===== config.mk =====
export PLATFORM = sky130hd
export DESIGN_NAME = ahb_rr_arbiter
export DESIGN_NICKNAME = d
export VERILOG_FILES = /design/src/rtl/ahb_rr_arbiter.sv
export SDC_FILE = /design/constraint.sdc
export NUM_CORES = 1
export LEC_CHECK = 0
export ABC_AREA = 1
export BUFFER_PORTS_ARGS = -buffer_cell sky130_fd_sc_hd__buf_2
export CAP_MARGIN = 20
export CORE_MARGIN = 3
export CORE_UTILIZATION = 50
export CTS_CLUSTER_DIAMETER = 50
export DETAILED_ROUTE_END_ITERATION = 8
export HOLD_SLACK_MARGIN = 0.05
export PLACE_DENSITY_LB_ADDON = 0.25
export SLEW_MARGIN = 25
export SYNTH_ARGS = -nofsm -noshare
export SYNTH_HDL_FRONTEND = slang
export SYNTH_SLANG_ARGS = --single-unit

===== constraint.sdc =====
create_clock -name HCLK -period 4.8 [get_ports HCLK]
set_input_delay 0.72 -clock HCLK [delete_from_list [all_inputs] [get_ports HCLK]]
set_output_delay 0.72 -clock HCLK [all_outputs]
set_load 0.005 [all_outputs]

===== src/rtl/ahb_rr_arbiter.sv =====
// Round-robin AHB bus arbiter with locked transfers, SPLIT masking and a tenure limit.
// Grant, HMASTER and HMASTLOCK are registered and change only on HREADY beats.
module ahb_rr_arbiter #(
  parameter int NUM_MASTERS    = 16,
  parameter int DEFAULT_MASTER = 0,
  parameter int HOLD_LIMIT     = 8
) (
  input  logic                   HCLK,
  input  logic                   HRESET,
  input  logic [NUM_MASTERS-1:0] HBUSREQx,
  input  logic [NUM_MASTERS-1:0] HLOCKx,
  input  logic [NUM_MASTERS-1:0] HSPLIT,
  input  logic [1:0]             HRESP,
  input  logic                   HREADY,
  output logic [NUM_MASTERS-1:0] HGRANTx,
  output logic [3:0]             HMASTER,
  output logic                   HMASTLOCK
);

  localparam int HW = (HOLD_LIMIT > 1) ? $clog2(HOLD_LIMIT) : 1;
  localparam logic [HW-1:0] HOLD_MAX = HW'(HOLD_LIMIT - 1);
  localparam logic [3:0] DEF_IDX = 4'(DEFAULT_MASTER);
  localparam logic [NUM_MASTERS-1:0] DEF_GNT = NUM_MASTERS'(1) << DEFAULT_MASTER;

  logic [3:0]             owner;
  logic [3:0]             rr_ptr;
  logic [HW-1:0]          hold_cnt;
  logic [NUM_MASTERS-1:0] split_mask;

  logic [NUM_MASTERS-1:0] split_set;
  logic [NUM_MASTERS-1:0] mask_nxt;
  logic [NUM_MASTERS-1:0] elig;
  logic [NUM_MASTERS-1:0] others;
  logic [NUM_MASTERS-1:0] gnt_nxt;
  logic [15:0]            elig16;
  logic                   owner_elig;
  logic                   owner_lock;
  logic                   retain;
  logic                   found;
  logic [3:0]             winner;
  logic [4:0]             idx;

  always_comb begin
    for (int i = 0; i < NUM_MASTERS; i++)
      split_set[i] = (HRESP == 2'b11) && (HMASTER == 4'(i));
    // a resume in the same beat as a new SPLIT wins
    mask_nxt   = (split_mask | split_set) & ~HSPLIT;
    elig       = HBUSREQx & ~mask_nxt;
    elig16     = 16'(elig);
    others     = elig & ~HGRANTx;
    owner_elig = |(elig & HGRANTx);
    owner_lock = |(HLOCKx & HGRANTx);
    retain     = owner_elig && (owner_lock || (hold_cnt < HOLD_MAX) || (others == '0));
  end

  // rr_ptr always tracks the owner, so scanning from rr_ptr+1 visits the owner last
  always_comb begin
    found  = 1'b0;
    winner = DEF_IDX;
    idx    = '0;
    for (int k = 1; k <= NUM_MASTERS; k++) begin
      idx = {1'b0, rr_ptr} + 5'(k);
      if (idx >= 5'(NUM_MASTERS))
        idx = idx - 5'(NUM_MASTERS);
      if (!found && elig16[idx[3:0]]) begin
        found  = 1'b1;
        winner = idx[3:0];
      end
    end
    for (int i = 0; i < NUM_MASTERS; i++)
      gnt_nxt[i] = (winner == 4'(i));
  end

  always_ff @(posedge HCLK) begin
    if (HRESET) begin
      HGRANTx    <= DEF_GNT;
      owner      <= DEF_IDX;
      HMASTER    <= DEF_IDX;
      HMASTLOCK  <= 1'b0;
      split_mask <= '0;
      rr_ptr     <= DEF_IDX;
      hold_cnt   <= '0;
    end else if (HREADY) begin
      split_mask <= mask_nxt;
      HMASTER    <= owner;
      HMASTLOCK  <= owner_lock;
      if (retain) begin
        if (hold_cnt < HOLD_MAX)
          hold_cnt <= hold_cnt + 1'b1;
      end else begin
        HGRANTx <= gnt_nxt;
        owner   <= winner;
        if (winner != owner) begin
          rr_ptr   <= winner;
          hold_cnt <= '0;
        end
      end
    end
  end

endmodule


==> impl_metrics.py <==
metrics = {
    "worst_setup_path": {
        "required_ps": 5040,
        "critPathKind": "flop to flop",
        "cp-end-kind": "flop",
        "path_max_fanout": 11,
        "startpoint_type": "flop",
        "worstPathArrival_ps": 4570,
    },
    "routing": {
        "first_iter_violations": 627,
        "viasPerCell": 5.72,
        "drc": 0,
        "vias": 5277,
        "wl_per_cell_um": 16.0,
        "drt_wl_total_um": 14800,
        "first_pass_iters": 6,
        "ant_nets": 0,
    },
    "power": {
        "clockPowerShare_pct": 9.1,
        "combPwrFrac_pct": 73.1,
        "p_int_w": 0.00139,
        "power.leakage_nw": 2.50,
        "p_total_w": 0.00329,
        "swShare_pct": 57.7,
        "irDropWorstVdd_mv": 0.636,
        "cellPowerDensity_mw_per_mm2": 666,
        "p_switching_w": 0.00190,
        "p_seq_share_pct": 17.8,
    },
    "clock_network": {
        "ctsRootBufferMaster": "clkbuf_8",
        "post_cts_resized": 0,
        "postCtsHoldBufs": 0,
        "cts_tree": "yes",
        "cts_made_buffers": 5,
        "clkLatencyLatePin_ps": 310,
        "h-tree-depth": 2,
        "postCtsSetupBuffers": 0,
        "clk_pin_slew_ps": 100,
        "ctsLongestPathBuffers": 2,
        "cts.sinks": 48,
    },
    "global_routing": {
        "antenna_found_initial": 0,
        "grt_pass1_wl_um": 24200,
        "grt_pass1_vias": 4929,
        "overflow": 0,
        "track_usage_pct": 30.3,
        "grt_max_degree": 45,
    },
    "hold_path": {
        "min_path_type": "flop to flop",
    },
    "die": {
        "die_area_mm2": 0.00983,
        "initial_utilization_pct": 52.3,
        "fp.dieW_um": 99.1,
        "core_mm2": 0.00830,
        "rows": 33,
        "ios": 74,
        "die_h_um": 99.1,
    },
    "run": {
        "cap_violations": 0,
    },
    "finish": {
        "final_cells": 922,
        "fillCellCount": 841,
        "mostFrequentLayoutCell": "nand2_1",
        "syn2layout_area_growth_pct": 14.1,
        "utilization_pct": 59.6,
        "drive_gt1_share_pct": 18.7,
        "final_cell_mix": "200 x nand2_1, 141 x nand3_1, 91 x inv_1, 73 x buf_2, 52 x a21oi_1",
        "nets": 877,
        "diodes": 0,
    },
    "sta": {
        "slew_viol_final": 0,
        "rsz0062_at_grt": "no",
        "relSlewSlack_pct": 48.6,
        "hold_viol": 0,
        "clock_skew_ps": 11.0,
        "setup_tns_ps": 0,
        "fin_crit_ps": 4330,
        "setup_viol": 0,
        "finalCritPeriodShare_pct": 90.3,
        "tightestPinTransition_ps": 770,
        "max_clock_freq_ghz": 0.231,
    },
    "yosys": {
        "synth_ff_type": "dfxtp_1",
        "synth_fp_nets": 809,
        "yosys_warnings": 0,
        "synth_seq_cells": 48,
        "synth_area_per_cell_um2": 5.80,
        "synthArstFlopShare_pct": 0,
        "seq_area_frac_synth_pct": 22.2,
        "synthCells": 748,
        "yosys.cell_types.count": 42,
        "synthesis.area_mm2": 0.00434,
        "synth_edf_count": 0,
    },
    "placed_design": {
        "gp_congestion": 1.02,
        "place_hpwl_um": 12000,
        "dp_cells": 914,
        "io_buffer_count": 73,
    },
    "status": {
        "status": "finished, final reports clean",
    },
}
[routing by layer]
metal / vias up / part of all wire, % / track usage, %
met2: 280 / 44 / 47.8
li1: 2599 / - / -
met3: 46 / 10 / 3.86
met4: 0 / 2.8 / 9.87
met1: 2352 / 43 / 43.0
met5: - / 0 / 0
[critical path, cell delays in order, from the launching register on]
cell and delay (ps):
dfxtp_2 400, buf_4 200, ha_1 190, or2_2 270, nand2_1 310, inv_1 150
nand3_1 150, nand3_2 130, nand2_4 110, nand2_4 70, nor2_8 110, nand4_4 120
nor2_2 140, nand2_2 80, nor2_2 110, nand2_1 90, inv_2 70, nand3_2 70
inv_2 80, nand3_2 120, nor3_2 200, nand2_1 100, nand2_1 100, inv_1 80
nor3_1 480, nand2_1 150, a21oi_1 170
[area by class of cell]
cell class	count	area, um2	area share, %
tap	105	131	2.66
clock buffer	5	68.8	1.39
multi-input combinational	577	2920	59.0
clock inverter	3	47.5	0.961
timing repair buffer	81	425	8.60
inverter	103	390	7.89
sequential	48	963	19.5
[cells by family (layout without fill, tap and decap cells)]
family | Yosys count | after routing | share of synthesized area, %
simple gates | 448 | 448 | 48.5
buf+inv | 123 | 192 | 10.8
fa+ha+maj | 8 | 8 | 2.31
compound gates | 114 | 114 | 14.7
flops | 48 | 48 | 22.2
xor+xnor | 7 | 7 | 1.59
[final timing paths]
path	from	end	slack, ps	depth (start not counted)
worst max-delay path	rr_ptr[1]	HGRANTx[9]	470	26
worst min-delay path	hold_cnt[2]	hold_cnt[2]	530	2
worst max register to register	rr_ptr[1]	HGRANTx[9]	470	26
worst min register to register	hold_cnt[2]	hold_cnt[2]	530	2
[state kept, by name, summed over array words and instances (netlist names)]
signal / cells
HMASTLOCK: 1
rr_ptr: 4
owner: 4
split_mask: 16
HMASTER: 4
HGRANTx: 16
hold_cnt: 3
[Yosys cell counts, types with 2 or more instances]
cell type	number	area [um2]
o22ai_1	6	37.5
nor2_1	42	158
dfxtp_1	48	961
nor2_2	11	68.8
a22o_1	5	43.8
nor3_1	6	30.0
o21a_1	3	22.5
inv_2	10	37.5
xor2_1	5	43.8
or4_1	2	15.0
ha_1	8	100
nand2_2	21	131
buf_1	2	7.51
nand2_1	200	751
nand3_1	141	706
nand4_1	7	43.8
clkbuf_1	13	48.8
a21oi_2	2	17.5
a21oi_1	52	260
o21ai_1	3	15.0
o221ai_1	2	17.5
o21ai_0	35	175
inv_1	92	345
nand2_4	3	33.8
o211ai_1	2	15.0
buf_2	5	25.0
nand3_2	7	70.1
[stage by stage]
stage               setup WS, ps  hold slack (ps)  instance area (um2)
finish                       465              525                 4950
global route                78.1              565                 4950
CTS                          383              525                 4930
detailed placement           379              512                 4810
global placement             469              502                 4810
floorplan                    987              454                 4340
[power groups by stage]
stage                     logic, W  registers (W)  clock network, W
after global placement     0.00231       0.000587                 0
after detailed placement   0.00234       0.000589                 0
final                      0.00241       0.000584          0.000301
after floorplan            0.00175       0.000548                 0
after CTS                  0.00234       0.000580          0.000305
after global routing       0.00269       0.000594          0.000319
Note: power is estimated with default switching activity, not from simulation.
